==> src/rtl/gpio_ctrl.sv <==
// Register-mapped GPIO controller driving the pad ring control signals.
// Pad inputs are synchronised, edge-detected and latched into sticky IRQ flags.
module gpio_ctrl #(
    parameter int NUMPADS = 8
) (
    input  logic               clk,
    input  logic               rst,
    input  logic [3:0]         bus_addr,
    input  logic               bus_wr,
    input  logic               bus_rd,
    input  logic [7:0]         bus_wdata,
    output logic [7:0]         bus_rdata,
    output logic               irq,
    input  logic [1:NUMPADS]   input_val,
    output logic [1:NUMPADS]   output_val,
    output logic [1:NUMPADS]   output_en,
    output logic [1:NUMPADS]   pullup_en,
    output logic [1:NUMPADS]   pulldown_en,
    output logic [1:NUMPADS]   slew_limit_en,
    output logic [1:NUMPADS]   input_en
);

    localparam logic [7:0] MASK = 8'((16'd1 << NUMPADS) - 16'd1);

    localparam logic [3:0] A_OUT     = 4'h0;
    localparam logic [3:0] A_OE      = 4'h1;
    localparam logic [3:0] A_PU      = 4'h2;
    localparam logic [3:0] A_PD      = 4'h3;
    localparam logic [3:0] A_SLEW    = 4'h4;
    localparam logic [3:0] A_IE      = 4'h5;
    localparam logic [3:0] A_IN      = 4'h6;
    localparam logic [3:0] A_RISE_EN = 4'h7;
    localparam logic [3:0] A_FALL_EN = 4'h8;
    localparam logic [3:0] A_FLAG    = 4'h9;
    localparam logic [3:0] A_SET     = 4'hA;
    localparam logic [3:0] A_CLR     = 4'hB;
    localparam logic [3:0] A_TGL     = 4'hC;

    logic [7:0] out_q, out_d;
    logic [7:0] oe_q, oe_d;
    logic [7:0] pu_q, pu_d;
    logic [7:0] pd_q, pd_d;
    logic [7:0] slew_q, slew_d;
    logic [7:0] ie_q, ie_d;
    logic [7:0] rise_en_q, rise_en_d;
    logic [7:0] fall_en_q, fall_en_d;
    logic [7:0] flag_q, flag_d;
    logic [7:0] s1_q, s1_d;
    logic [7:0] s2_q, s2_d;
    logic [7:0] s3_q, s3_d;
    logic [7:0] rdata_q, rdata_d;

    logic [7:0] pad_in;
    logic [7:0] wdata_m;
    logic [7:0] flag_clr;
    logic [7:0] flag_set;
    logic [7:0] rd_mux;

    // Pad k lives at register bit k-1.
    always_comb begin
        pad_in = '0;
        for (int k = 1; k <= NUMPADS; k++) begin
            pad_in[k-1] = input_val[k];
        end
    end

    always_comb begin
        out_d     = out_q;
        oe_d      = oe_q;
        pu_d      = pu_q;
        pd_d      = pd_q;
        slew_d    = slew_q;
        ie_d      = ie_q;
        rise_en_d = rise_en_q;
        fall_en_d = fall_en_q;
        flag_clr  = '0;
        wdata_m   = bus_wdata & MASK;

        if (bus_wr) begin
            case (bus_addr)
                A_OUT:     out_d     = wdata_m;
                A_OE:      oe_d      = wdata_m;
                A_PU:      pu_d      = wdata_m;
                A_PD:      pd_d      = wdata_m;
                A_SLEW:    slew_d    = wdata_m;
                A_IE:      ie_d      = wdata_m;
                A_RISE_EN: rise_en_d = wdata_m;
                A_FALL_EN: fall_en_d = wdata_m;
                A_FLAG:    flag_clr  = wdata_m;
                A_SET:     out_d     = out_q | wdata_m;
                A_CLR:     out_d     = out_q & ~wdata_m;
                A_TGL:     out_d     = out_q ^ wdata_m;
                default:   ;
            endcase
        end

        // A disabled input buffer flushes its synchroniser to 0.
        s1_d = pad_in & ie_q & MASK;
        s2_d = s1_q;
        s3_d = s2_q;

        flag_set = ((s2_q & ~s3_q) & rise_en_q) | ((~s2_q & s3_q) & fall_en_q);
        // A new event outranks a simultaneous write-1-to-clear.
        flag_d   = ((flag_q & ~flag_clr) | flag_set) & MASK;

        case (bus_addr)
            A_OUT:     rd_mux = out_q;
            A_OE:      rd_mux = oe_q;
            A_PU:      rd_mux = pu_q;
            A_PD:      rd_mux = pd_q;
            A_SLEW:    rd_mux = slew_q;
            A_IE:      rd_mux = ie_q;
            A_IN:      rd_mux = s2_q;
            A_RISE_EN: rd_mux = rise_en_q;
            A_FALL_EN: rd_mux = fall_en_q;
            A_FLAG:    rd_mux = flag_q;
            default:   rd_mux = 8'h00;
        endcase

        rdata_d = rdata_q;
        if (bus_rd && !bus_wr) begin
            rdata_d = rd_mux;
        end
    end

    always_ff @(posedge clk) begin
        if (rst) begin
            out_q     <= '0;
            oe_q      <= '0;
            pu_q      <= '0;
            pd_q      <= '0;
            slew_q    <= '0;
            ie_q      <= '0;
            rise_en_q <= '0;
            fall_en_q <= '0;
            flag_q    <= '0;
            s1_q      <= '0;
            s2_q      <= '0;
            s3_q      <= '0;
            rdata_q   <= '0;
        end else begin
            out_q     <= out_d;
            oe_q      <= oe_d;
            pu_q      <= pu_d;
            pd_q      <= pd_d;
            slew_q    <= slew_d;
            ie_q      <= ie_d;
            rise_en_q <= rise_en_d;
            fall_en_q <= fall_en_d;
            flag_q    <= flag_d;
            s1_q      <= s1_d;
            s2_q      <= s2_d;
            s3_q      <= s3_d;
            rdata_q   <= rdata_d;
        end
    end

    for (genvar k = 1; k <= NUMPADS; k++) begin : g_pad
        assign output_val[k]    = out_q[k-1];
        assign output_en[k]     = oe_q[k-1];
        assign pullup_en[k]     = pu_q[k-1];
        assign pulldown_en[k]   = pd_q[k-1] & ~pu_q[k-1];
        assign slew_limit_en[k] = slew_q[k-1];
        assign input_en[k]      = ie_q[k-1];
    end

    assign irq       = |flag_q;
    assign bus_rdata = rdata_q;

endmodule

==> config.mk <==
export PLATFORM = sky130hd
export DESIGN_NAME = gpio_ctrl
export DESIGN_NICKNAME = d
export VERILOG_FILES = /design/src/rtl/gpio_ctrl.sv
export SDC_FILE = /design/constraint.sdc
export NUM_CORES = 1
export LEC_CHECK = 0
export CAP_MARGIN = 30
export CORE_MARGIN = 5
export CORE_UTILIZATION = 60
export CTS_BUF_LIST = sky130_fd_sc_hd__clkbuf_8
export DETAILED_ROUTE_END_ITERATION = 6
export PLACE_DENSITY = 0.95
export SYNTH_ARGS = -nofsm -noshare
export SYNTH_HDL_FRONTEND = slang
export SYNTH_SLANG_ARGS = --single-unit
export TNS_END_PERCENT = 100
==> constraint.sdc <==
create_clock -name clk -period 3.67 [get_ports clk]
set_input_delay 1.101 -clock clk [delete_from_list [all_inputs] [get_ports clk]]
set_output_delay 1.101 -clock clk [all_outputs]
set_load 0.02 [all_outputs]
==> out/metrics.yaml <==
drt-wirelength-per-cell_um: 20.3
hold_viol: 0
end_kind: "flop"
wl_met1_um: 5840
die_w_um: 103
hold_buffers: 0
synth.avg_cell_area_sq_um: 9.00
first_iter_violations: 589
p_leak_nw: 2.37
cts_buffers: 9
synth_top_area_share_pct: 40.4
peakVddDrop_mv: 0.323
ioPinCount: 81
synth_edf_count: 0
grt.overflow.total: 0
antenna_cells: 0
ys_seq_area_share_pct: 40.4
met3WireLength_um: 1300
syn_area_sq_mm: 0.00516
firstDrtPassIters: 7
start_util_pct: 62.1
fin_crit_ns: 3.07
row_count: 33
yosys-top-cells-area: "dfxtp_1 40%, mux2i_1 12%, nor2_1 5.0%"
slew_violations: 0
hpwl_um: 11000
synth.most_common_cell: "dfxtp_1"
nets: 678
critical_path_class: "in2reg"
maxCapViolCount: 0
wirelength_um: 15200
cp-start-kind: "input port"
via_count: 4851
synth_cell_types: 52
ys_seq_elements: 104
dieHeight_um: 103
cts_max_path_buffers: 2
grt_first_pass_wirelength_um: 23900
drc_errors: 32
synth_top_area_cell: "dfxtp_1"
grt_pass1_vias: 4685
violations: "DRC"
outcome: "finished with violations"
clkTransAtPathRegs_ns: 0.09
worstPathMaxFanout: 18
cts_max_level: 3
syn_to_final_growth_pct: 21.0
finalSetupTns_ns: 0
rsz0062_at_grt: "no"
p_per_area_mw_per_mm2: 349
clock_latency_ns: 0.36
drive_gt1_share_pct: 7.62
grt_max_degree: 46
top_layer_used: "met4"
setup_viol: 0
cts_resized: 0
hold_path_class: "reg2reg"
port_buffers: 80
arrival_ns: 3.36
tritoncts: "done"
synth_ff_type: "dfxtp_1"
cp.required_ns: 3.96
root_buffer: "clkbuf_8"
grt_usage_pct: 29.0
wl_met2_um: 7340
design.core.area_sq_mm: 0.00830
worst_slew_pin_slew_ns: 0.918
post-route-util_pct: 75.2
die_area_sq_mm: 0.0106
slew_headroom_pct: 38.8
post_cts_buffers: 0
skew_ns: 0.00599
yosys_warnings: 0
min_period_over_period_pct: 83.7
clock.fmax_mhz: 325
routabilityCongestion: 0.962
synth.top_cells.by_count: "104 x dfxtp_1, 69 x nor2_1, 60 x mux2i_1"
antenna_found_initial: 0
async_flop_share_pct: 0
ant_nets: 0
fillCellCount: 547
viasPerCell: 6.49
cts.sinks: 104
netlist_instances: 573
synth.net_count: 613
state kept, by name, summed over array words and instances, names as in the netlist:
| register | flops |
|---|---|
| bus_rdata | 8 |
| ie_q | 8 |
| pu_q | 8 |
| out_q | 8 |
| fall_en_q | 8 |
| pd_q | 8 |
| rise_en_q | 8 |
| slew_q | 8 |
| flag_q | 8 |
| s1_q | 8 |
| s3_q | 8 |
| s2_q | 8 |
| oe_q | 8 |
report_power, final:
group          switching (W)  leakage (nW)  internal (W)
clock network       0.000388         0.112      0.000380
logic               0.000151          1.42      0.000103
registers          0.0000154         0.839       0.00114
metrics by stage:
stage	instance area (sq um)	setup slack, ns	hold WS, ns	total power (W)	instances
floorplan	5160	1.42	0.414	0.00133	573
global placement	6030	0.446	0.426	0.00142	732
detailed placement	6030	0.351	0.425	0.00143	732
CTS	6240	0.705	0.447	0.00217	748
global route	6240	0.546	0.470	0.00224	748
finish	6240	0.597	0.447	0.00218	748
cells by family (layout without fill, tap and decap cells):
kind of cell	after synthesis	in the layout	share of synthesized area, %
simple gates	215	215	23.0
mux	63	63	12.7
fa+ha+maj	16	16	3.88
flops	104	104	40.4
compound gates	111	111	14.4
buf+inv	64	134	5.58
cell usage in the layout, fill, tap and decap left out, types with 2 or more instances in the layout:
| master | instances |
|---|---|
| nor3b_1 | 4 |
| and3b_1 | 3 |
| buf_4 | 21 |
| nand3_1 | 13 |
| nor4_1 | 4 |
| and3_1 | 3 |
| nand2_1 | 30 |
| o21ai_0 | 13 |
| a211oi_1 | 2 |
| nand4b_1 | 3 |
| a222oi_1 | 8 |
| mux4_2 | 2 |
| or2_1 | 3 |
| a311o_1 | 8 |
| ha_1 | 16 |
| nor2b_1 | 28 |
| nand3b_1 | 32 |
| inv_1 | 18 |
| o32ai_1 | 4 |
| clkbuf_8 | 9 |
| a2bb2oi_1 | 2 |
| and2_1 | 5 |
| o21ai_1 | 14 |
| a22oi_1 | 2 |
| nor2_1 | 69 |
| mux2i_1 | 60 |
| dfxtp_1 | 104 |
| and2b_1 | 2 |
| clkdlybuf4s50_1 | 78 |
| nor3b_2 | 2 |
| bufinv_16 | 2 |
| buf_2 | 2 |
| a221oi_1 | 2 |
| a21oi_1 | 31 |
| nand2b_1 | 5 |
| a31oi_1 | 17 |
| or3b_1 | 2 |
| nand4bb_1 | 2 |
path summary, 6_finish.rpt:
path / from / end / slack, ns / cells past startpoint
worst max register to register: out_q[5] / bus_rdata[5] / 2.15 / 4
worst min-delay path: s1_q[1] / s2_q[1] / 0.45 / 1
worst max-delay path: bus_addr[2] / out_q[4] / 0.60 / 5
worst min register to register: s1_q[1] / s2_q[1] / 0.45 / 1
routing by layer:
metal,track usage [%],up-vias
met5,0,-
met4,14.3,0
met3,5.01,78
met2,49.1,303
met1,35.7,2308
li1,-,2162
worst max-delay path, stage by stage:
cell	delay, ns
clkdlybuf4s50_1	0.91
and2b_1	0.27
o21ai_2	0.59
a222oi_1	0.26
a21oi_1	0.22
cell type report:
cell class | count | area [sq um] | share of cell area, %
clock buffer | 9 | 124 | 1.98
clock inverter | 7 | 88.8 | 1.42
inverter | 16 | 60.1 | 0.962
multi-input combinational | 405 | 2790 | 44.7
sequential | 104 | 2080 | 33.4
tap | 105 | 131 | 2.10
timing repair buffer | 102 | 968 | 15.5
Power figures use the tool's default switching activity.
